==> src/rtl/pc_sequencer_if.sv <==
// pc_sequencer_if
// Groups the fetch handshake and the external adder loop of the PC sequencer.
//   pc, pc_valid   : address offered to instruction fetch (sequencer -> fetch)
//   ready          : fetch accepts pc this cycle          (fetch -> sequencer)
//   add_a, add_b   : adder operands                        (sequencer -> adder)
//   sum_in         : (add_a + add_b) mod 2^WIDTH            (adder -> sequencer)
// Modport master is the sequencer side, slave the fetch/adder side.
interface pc_sequencer_if #(
  parameter int WIDTH = 6
);
  logic [WIDTH-1:0] pc;
  logic             pc_valid;
  logic             ready;
  logic [WIDTH-1:0] add_a;
  logic [WIDTH-1:0] add_b;
  logic [WIDTH-1:0] sum_in;

  modport master (
    output pc,
    output pc_valid,
    output add_a,
    output add_b,
    input  ready,
    input  sum_in
  );

  modport slave (
    input  pc,
    input  pc_valid,
    input  add_a,
    input  add_b,
    output ready,
    output sum_in
  );
endinterface

==> src/rtl/pc_sequencer.sv <==
// pc_sequencer
// Program-counter register stage closing the PC increment loop through an
// external combinational adder. Offers the PC to fetch with valid/ready,
// supports redirect loads, halt, stall, a rollover pulse and a saturating
// count of accepted fetch addresses.
//
// Ports:
//   i_clk        clock, all state updates on the rising edge
//   i_rst        synchronous active-high reset
//   i_en         start request, IDLE -> RUN
//   i_halt       stop request (RUN only)
//   i_load       redirect strobe
//   i_load_addr  redirect target
//   o_wrapped    one-cycle pulse after an advance that rolled over
//   o_state      00 IDLE, 01 RUN, 10 HALTED
//   o_acc_cnt    saturating count of accepted handshakes
//   bus          fetch handshake + adder operands/result (master side)
//
// state   | meaning
// --------+---------------------------------------------------------------
// IDLE    | pc held, not offered; load rewrites pc; en starts offering
// RUN     | pc offered (pc_valid=1); halt > load > advance on each edge
// HALTED  | pc held, not offered; only load (resume) or reset leaves
module pc_sequencer #(
  parameter int WIDTH      = 6,
  parameter int STEP       = 1,
  parameter int RESET_ADDR = 0,
  parameter int CNT_W      = 8
) (
  input  logic             i_clk,
  input  logic             i_rst,
  input  logic             i_en,
  input  logic             i_halt,
  input  logic             i_load,
  input  logic [WIDTH-1:0] i_load_addr,
  output logic             o_wrapped,
  output logic [1:0]       o_state,
  output logic [CNT_W-1:0] o_acc_cnt,
  pc_sequencer_if.master   bus
);

  typedef enum logic [1:0] {
    ST_IDLE   = 2'b00,
    ST_RUN    = 2'b01,
    ST_HALTED = 2'b10
  } state_t;

  localparam logic [WIDTH-1:0] STEP_V  = WIDTH'(STEP);
  localparam logic [WIDTH-1:0] RESET_V = WIDTH'(RESET_ADDR);
  localparam logic [CNT_W-1:0] CNT_MAX = '1;

  state_t           r_state;
  state_t           w_state_nxt;
  logic [WIDTH-1:0] r_pc;
  logic             r_wrapped;
  logic [CNT_W-1:0] r_acc_cnt;

  logic             w_pc_valid;
  logic             w_accept;
  logic             w_advance;
  logic             w_load_take;

  // State register
  always_ff @(posedge i_clk) begin
    if (i_rst) begin
      r_state <= ST_IDLE;
    end else begin
      r_state <= w_state_nxt;
    end
  end

  // Next-state logic
  always_comb begin
    w_state_nxt = r_state;
    case (r_state)
      ST_IDLE: begin
        if (i_en) w_state_nxt = ST_RUN;
      end
      ST_RUN: begin
        if (i_halt) w_state_nxt = ST_HALTED;
      end
      ST_HALTED: begin
        if (i_load) w_state_nxt = ST_RUN;
      end
      default: w_state_nxt = ST_IDLE;
    endcase
  end

  // Output / control decode
  always_comb begin
    w_pc_valid  = 1'b0;
    w_accept    = 1'b0;
    w_advance   = 1'b0;
    w_load_take = 1'b0;
    case (r_state)
      ST_IDLE: begin
        w_load_take = i_load;
      end
      ST_RUN: begin
        w_pc_valid  = 1'b1;
        // A handshake is counted even on a halting or redirecting edge:
        // fetch did take the address that was on the bus.
        w_accept    = bus.ready;
        w_load_take = i_load & ~i_halt;
        w_advance   = bus.ready & ~i_halt & ~i_load;
      end
      ST_HALTED: begin
        w_load_take = i_load;
      end
      default: begin
        w_pc_valid = 1'b0;
      end
    endcase
  end

  // PC, rollover pulse and accept counter
  always_ff @(posedge i_clk) begin
    if (i_rst) begin
      r_pc      <= RESET_V;
      r_wrapped <= 1'b0;
      r_acc_cnt <= '0;
    end else begin
      // With a nonzero step, the modular sum only drops below pc on rollover.
      r_wrapped <= w_advance & (bus.sum_in < r_pc);
      if (w_load_take) begin
        r_pc <= i_load_addr;
      end else if (w_advance) begin
        r_pc <= bus.sum_in;
      end
      if (w_accept && (r_acc_cnt != CNT_MAX)) begin
        r_acc_cnt <= r_acc_cnt + CNT_W'(1);
      end
    end
  end

  assign bus.pc       = r_pc;
  assign bus.pc_valid = w_pc_valid;
  assign bus.add_a    = r_pc;
  assign bus.add_b    = STEP_V;

  assign o_wrapped = r_wrapped;
  assign o_state   = r_state;
  assign o_acc_cnt = r_acc_cnt;

endmodule

==> src/flat_wrapper.sv <==
// flat-port wrapper written by rule: the top's interface ports become plain ports
module pc_sequencer_flat 
#(
  parameter int WIDTH      = 6,
  parameter int STEP       = 1,
  parameter int RESET_ADDR = 0,
  parameter int CNT_W      = 8
)
  (i_clk, i_rst, i_en, i_halt, i_load, i_load_addr, o_wrapped, o_state, o_acc_cnt, bus_pc, bus_pc_valid, bus_add_a, bus_add_b, bus_ready, bus_sum_in);
  pc_sequencer_if #(.WIDTH(WIDTH)) bus_i ();
  input  logic i_clk;
  input  logic i_rst;
  input  logic i_en;
  input  logic i_halt;
  input  logic i_load;
  input  logic [WIDTH-1:0] i_load_addr;
  output logic o_wrapped;
  output logic [1:0] o_state;
  output logic [CNT_W-1:0] o_acc_cnt;
  output wire logic [$bits(bus_i.pc)-1:0] bus_pc;
  output wire logic [$bits(bus_i.pc_valid)-1:0] bus_pc_valid;
  output wire logic [$bits(bus_i.add_a)-1:0] bus_add_a;
  output wire logic [$bits(bus_i.add_b)-1:0] bus_add_b;
  input wire logic [$bits(bus_i.ready)-1:0] bus_ready;
  input wire logic [$bits(bus_i.sum_in)-1:0] bus_sum_in;
  assign bus_pc = bus_i.pc;
  assign bus_pc_valid = bus_i.pc_valid;
  assign bus_add_a = bus_i.add_a;
  assign bus_add_b = bus_i.add_b;
  assign bus_i.ready = bus_ready;
  assign bus_i.sum_in = bus_sum_in;
  pc_sequencer #(.WIDTH(WIDTH), .STEP(STEP), .RESET_ADDR(RESET_ADDR), .CNT_W(CNT_W)) u_core (.i_clk(i_clk), .i_rst(i_rst), .i_en(i_en), .i_halt(i_halt), .i_load(i_load), .i_load_addr(i_load_addr), .o_wrapped(o_wrapped), .o_state(o_state), .o_acc_cnt(o_acc_cnt), .bus(bus_i));
endmodule
==> config.mk <==
export PLATFORM = sky130hd
export DESIGN_NAME = pc_sequencer_flat
export DESIGN_NICKNAME = d
export VERILOG_FILES = /design/src/rtl/pc_sequencer_if.sv /design/src/rtl/pc_sequencer.sv /design/src/flat_wrapper.sv
export SDC_FILE = /design/constraint.sdc
export NUM_CORES = 1
export LEC_CHECK = 0
export BUFFER_PORTS_ARGS = -buffer_cell sky130_fd_sc_hd__buf_2
export CAP_MARGIN = 30
export CELL_PAD_IN_SITES_DETAIL_PLACEMENT = 1
export CELL_PAD_IN_SITES_GLOBAL_PLACEMENT = 2
export CORE_UTILIZATION = 25
export DETAILED_ROUTE_END_ITERATION = 10
export PLACE_DENSITY = 0.83
export SETUP_SLACK_MARGIN = 0.2
export SLEW_MARGIN = 20
export SYNTH_ARGS = -nofsm -noshare
export SYNTH_HDL_FRONTEND = slang
export SYNTH_SLANG_ARGS = --single-unit
==> constraint.sdc <==
create_clock -name i_clk -period 2.06 [get_ports i_clk]
set_clock_uncertainty 0.05 [all_clocks]
set_input_delay 0.412 -clock i_clk [delete_from_list [all_inputs] [get_ports i_clk]]
set_output_delay 0.412 -clock i_clk [all_outputs]
set_load 0.005 [all_outputs]
==> metrics.csv, run 1 <==
stage,metric,value,unit
drt,vias_per_cell,4.85,
floorplanning,die_area,4350,sq um
setup_path,r2r_start,u_core.o_acc_cnt[2],
placement,hpwl,1910,um
setup_path,arrival,1.77,ns
floorplanning,start_util,26.9,%
setup_path,critical_path.startpoint,u_core.o_acc_cnt[2],
synth,async_flop_share,0,%
run_status,status,completed,
synth,syn_area_per_cell,8.67,sq um
cells_and_area,final_common_cell,buf_2,
worst_hold_path,hold_path_class,primary input to register,
floorplanning,die_w,66.0,um
placement,place.gp.congestion,0.773,
drt,dr.pass1.iters,4,
grt,grt_pass1_wl,4180,um
synth,yosysSeqAreaShare,33.3,%
cells_and_area,final_cell_mix,"41 x buf_2, 17 x dfxtp_1, 11 x nor2_1, 9 x a211oi_1, 7 x inv_1",
clock_network,post_cts_buffers,0,
cells_and_area,layout.nets,176,
synth,ys_ff_latch,17,
sta,max_freq,613,MHz
setup_path,cpPeakStageDelay,0.51,ns
synth,yosysTopAreaCell,dfxtp_1,
synth,synth-edff-count,0,
floorplanning,ios,48,
cells_and_area,antenna_cells,0,
cells_and_area,fin_area,1240,sq um
power_and_ir_drop,worst_ir_drop_vdd,0.232,mV
cells_and_area,syn_to_final_growth,21.5,%
floorplanning,core_area,3800,sq um
grt,grt_max_degree,18,
setup_path,crit_buf_inv,0,
grt,grt_overflow,0,
worst_hold_path,min-delay-start,i_load_addr[5],
flow_run,maxCapViolCount,0,
sta,drv_slew,0,
drt,routedWlPerCell,12.6,um
clock_network,cts-hold-fix-buffers,0,
setup_path,ff2ff_path_depth,4,
setup_path,worstPathCellList,"and4b_1, nand3_2, or4_1, a21oi_1",
worst_hold_path,holdPathStages,3,
synth,synth_cell_types,36,
drt,via_count,965,
setup_path,cp_slowest_cell,or4_1,
setup_path,end_kind,register,
synth,post-synth-top-area-fraction,33.3,%
setup_path,r2r-end,u_core.o_acc_cnt[5],
worst_hold_path,hold_path_end,u_core.bus.add_a[5],
clock_network,cts_buffers,3,
setup_path,crit_type,register to register,
cells_and_area,stdcell_count,199,
clock_network,clock_latency,0.25,ns
power_and_ir_drop,p_leak,0.567,nW
synth,synth_cells,118,
clock_network,cts-root-buf,clkbuf_8,
setup_path,path_max_fanout,8,
cells_and_area,layout-drive-gt1-share,30.5,%
grt,grt_pass1_vias,927,
drt,drc_errors,0,
synth,synth_area,1020,sq um
sta,fin_tns_setup,0,ns
synth,yosys_warnings,0,
placement,placed_area,1200,sq um
clock_network,clockBufferDepth,2,
sta,finalHoldViolCount,0,
sta,setup_viol_count_final,0,
placement,dp_cells,195,
setup_path,ff2ff_setup_slack,0.43,ns
setup_path,startpoint_type,register,
power_and_ir_drop,powerDensity,592,nW/um^2
grt,grt_util_all_layers,12.4,%
floorplanning,die_h,66.0,um
drt,drt_wl_total,2500,um
floorplanning,fp-row-count,22,
synth,synth_area_leaders,"dfxtp_1 33%, buf_4 8.8%, ha_1 7.3%",
drt,ant_nets,0,
clock_network,cts_tree,yes,
sta,finalCritPeriodShare,79.2,%
clock_network,cts_htree_levels,1,
setup_path,cp_top_family,simple AND/OR/NAND/NOR gates,
clock_network,cts_resized,0,
placement,numPortBuffers,41,
sta,rsz0062_at_grt,false,
grt,antenna_found_initial,0,
cells_and_area,fin_util,32.7,%
setup_path,required,2.20,ns
clock_network,clock_sinks,17,
synth,synth_ff_type,dfxtp_1,
sta,fin_crit,1.63,ns
clock_network,path_clk_slew,0.07,ns
drt,drt_iter0_markers,42,
-- per-layer routing --
metal / share of wire, % / GRT usage [%] / vias up
li1: - / - / 471
met1: 47 / 15.3 / 457
met2: 46 / 20.5 / 37
met3: 7.4 / 3.97 / 0
met4: 0 / 3.46 / 0
met5: 0 / 0 / -
-- power breakdown --
group	leakage (nW)	internal, W	switching (W)
Sequential	0.139	0.000343	0.0000165
Clock	0.0228	0.000137	0.000118
Combinational	0.405	0.0000588	0.0000626
Total	0.567	0.000539	0.000197
-- state kept, by name, summed over array words and instances, names as in the netlist --
register / cells
u_core.o_state: 2
u_core.bus.add_a: 6
u_core.o_wrapped: 1
u_core.o_acc_cnt: 8
-- cells in the mapped netlist (2+ instances only) --
cell type and count:
dfxtp_1 17, buf_4 12, nor2_1 11, a211oi_1 9, inv_1 7, ha_1 6
mux2i_1 6, a21oi_1 5, nand2_1 5, a31oi_1 3, and4_1 3, clkbuf_1 3
o21ai_0 3, and3_1 2, conb_1 2, nand2b_1 2, nand3b_1 2, o21bai_1 2
-- cell type report --
| cell class | count | area [sq um] |
|---|---|---|
| Clock buffer | 4 | 45.0 |
| Timing Repair Buffer | 41 | 205 |
| Sequential cell | 17 | 340 |
| Fill cell | 478 | 2550 |
| Inverter | 7 | 26.3 |
| Tap cell | 48 | 60.1 |
| Multi-Input combinational cell | 82 | 567 |
-- kinds of logic after synthesis --
| logic type | synth area share, % |
|---|---|
| and+or+nand+nor | 19.6 |
| AOI/OAI and AO/OA | 18.7 |
| buffers and inverters | 12.8 |
| DFF | 33.3 |
| adders and majority gates | 7.33 |
| muxes | 5.87 |
| other | 0.734 |
| xor gates and xnor gates | 1.71 |
-- how the worst max path moves through the flow --
stage                          end  slack, ns  depth (start not counted)
4_1_cts        u_core.bus.add_a[1]       0.41                          4
5_1_grt        u_core.bus.add_a[1]       0.29                          4
3_5_place_dp   u_core.bus.add_a[1]       0.40                          5
6_report       u_core.o_acc_cnt[5]       0.43                          4
2_1_floorplan  u_core.o_acc_cnt[5]       0.56                          4
3_3_place_gp   u_core.o_acc_cnt[5]       0.44                          5
-- stage by stage --
| stage | total power, W | setup slack, ns | hold WS [ns] |
|---|---|---|---|
| 6_report | 0.000737 | 0.429 | 0.390 |
| 3_5_place_dp | 0.000490 | 0.395 | 0.462 |
| 3_3_place_gp | 0.000486 | 0.440 | 0.439 |
| 5_1_grt | 0.000781 | 0.290 | 0.404 |
| 2_1_floorplan | 0.000451 | 0.559 | 0.431 |
| 4_1_cts | 0.000750 | 0.415 | 0.385 |
-- worst min-delay path: stages --
cell and delay, ns:
buf_2 0.10, nor2_1 0.09, a211oi_1 0.05
Note: power is estimated with default switching activity, not from simulation.
==> inputs of run 2 (changes only) <==
- CORE_UTILIZATION: 25 -> 22
- PLACE_DENSITY: 0.83 -> 0.78
- clock period: 2.06 -> 1.5 ns (I/O delays scaled with it)
==> metrics.csv, run 2 (synthesis gave the netlist of run 1 again) <==
stage,metric,value,unit
setup_path,worstPathCellList,"and4b_1, nand3_2, or4_4, a21oi_2",
drt,ant_nets,0,
cells_and_area,final_cell_mix,"41 x buf_2, 11 x nor2_1, 11 x buf_4, 8 x dfxtp_1",
setup_path,arrival,1.59,ns
drt,drt_wl_total,2920,um
sta,max_freq,689,MHz
grt,grt_pass1_vias,1020,
placement,dp_cells,209,
setup_path,end_kind,register,
clock_network,clock_latency,0.25,ns
cells_and_area,stdcell_count,217,
drt,drt_iter0_markers,30,
sta,drv_slew,0,
drt,via_count,1028,
power_and_ir_drop,worst_ir_drop_vdd,0.388,mV
placement,numPortBuffers,41,
drt,routedWlPerCell,13.4,um
clock_network,clockBufferDepth,2,
worst_hold_path,hold_path_class,primary input to register,
setup_path,crit_buf_inv,0,
setup_path,path_max_fanout,4,
sta,fin_crit,1.45,ns
cells_and_area,multi_input_area,624,sq um
clock_network,cts-root-buf,clkbuf_8,
flow_run,maxCapViolCount,0,
drt,dr.pass1.iters,4,
cells_and_area,antenna_cells,0,
floorplanning,die_w,70.2,um
power_and_ir_drop,total_power,0.00105,W
floorplanning,core_area,4410,sq um
sta,setup_viol_count_final,0,
cells_and_area,largest_reg_flops,8,
clock_network,cts_buffers,3,
cells_and_area,final_common_cell,buf_2,
sta,fin_tns_setup,0,ns
cells_and_area,fin_area,1450,sq um
floorplanning,die_area,4930,sq um
run_status,status,completed,
grt,grt_pass1_wl,4790,um
grt,grt_util_all_layers,12.2,%
drt,vias_per_cell,4.74,
grt,grt_overflow,0,
setup_path,cpPeakStageDelay,0.49,ns
placement,hpwl,2220,um
grt,grt_max_degree,18,
drt,drc_errors,0,
floorplanning,die_h,70.2,um
clock_network,clock_sinks,17,
floorplanning,start_util,23.2,%
setup_path,ff2ff_setup_slack,0.05,ns
clock_network,cts_htree_levels,1,
setup_path,cp_slowest_cell,or4_4,
sta,hold_slack,0.278,ns
grt,antenna_found_initial,0,
floorplanning,ios,48,
setup_path,startpoint_type,register,
cells_and_area,seq_area,357,sq um
sta,rsz0062_at_grt,true,
placement,placed_area,1300,sq um
power_and_ir_drop,powerDensity,724,nW/um^2
setup_path,crit_type,register to register,
cells_and_area,syn_to_final_growth,41.6,%
cells_and_area,fill_cells,534,
setup_path,cp_top_family,simple AND/OR/NAND/NOR gates,
sta,finalCritPeriodShare,96.8,%
placement,place.gp.congestion,0.761,
setup_path,required,1.64,ns
cells_and_area,layout.nets,190,
power_and_ir_drop,p_leak,0.654,nW
floorplanning,fp-row-count,24,
clock_network,path_clk_slew,0.07,ns
sta,finalHoldViolCount,0,
cells_and_area,layout-drive-gt1-share,47.9,%
clock_network,cts_tree,yes,
run 2: changes by cell type in the layout (fill, tap and decap cells not counted), sizes merged:
cell,change
buf,+14
clkbuf,-1
clkinv,+1
run 2: worst register-to-register path, delay by kind of cell (launching register included):
kind	cells	cell delay, ns
and+or+nand+nor	3	0.87
DFF	1	0.35
AOI/OAI and AO/OA	1	0.12
run 2: metal layers:
metal | track usage [%] | up-vias | wire [um]
li1 | - | 499 | -
met1 | 14.3 | 496 | 1230
met2 | 23.0 | 33 | 1530
met3 | 3.17 | 0 | 154
met4 | 0.667 | 0 | 0
met5 | 0 | - | 0
run 2: worst paths after layout:
check / start / to / cells after the start
worst max-delay path: u_core.o_state[1] / u_core.o_acc_cnt[5] / 4
worst min-delay path: i_load_addr[1] / u_core.bus.add_a[1] / 3
worst max register to register: u_core.o_state[1] / u_core.o_acc_cnt[5] / 4
worst min register to register: u_core.o_acc_cnt[6] / u_core.o_acc_cnt[6] / 2
run 2: power by group:
| group | switching, W | internal, W | total [W] | leakage [nW] |
|---|---|---|---|---|
| logic | 0.000103 | 0.000105 | 0.000208 | 0.485 |
| registers | 0.0000214 | 0.000471 | 0.000493 | 0.143 |
| clock network | 0.000164 | 0.000184 | 0.000348 | 0.0255 |
| total | 0.000288 | 0.000761 | 0.00105 | 0.654 |
run 2: what timing repair did:
action | in CTS | in global routing
setup buffers | 4 | 0
hold buffers | 0 | 0
pin swaps | 5 | 7
setup endpoints to repair | 14 | 17
gates resized for setup | 9 | 11
run 2: area by class of cell:
type | instances | share of cell area (%)
clock buffer | 3 | 2.85
clock inverter | 1 | 0.345
inverter | 7 | 1.81
multi-input combinational | 82 | 43.1
sequential | 17 | 24.6
tap | 52 | 4.49
timing repair buffer | 55 | 22.8
run 2: through the flow:
stage | util, % | setup slack [ns]
after detailed placement | 29.5 | 0.00714
after floorplan | - | 0.0892
after global routing | 32.8 | 0.00752
after global placement | 29.5 | 0.0395
final | 32.8 | 0.0482
after CTS | 31.9 | 0.0459
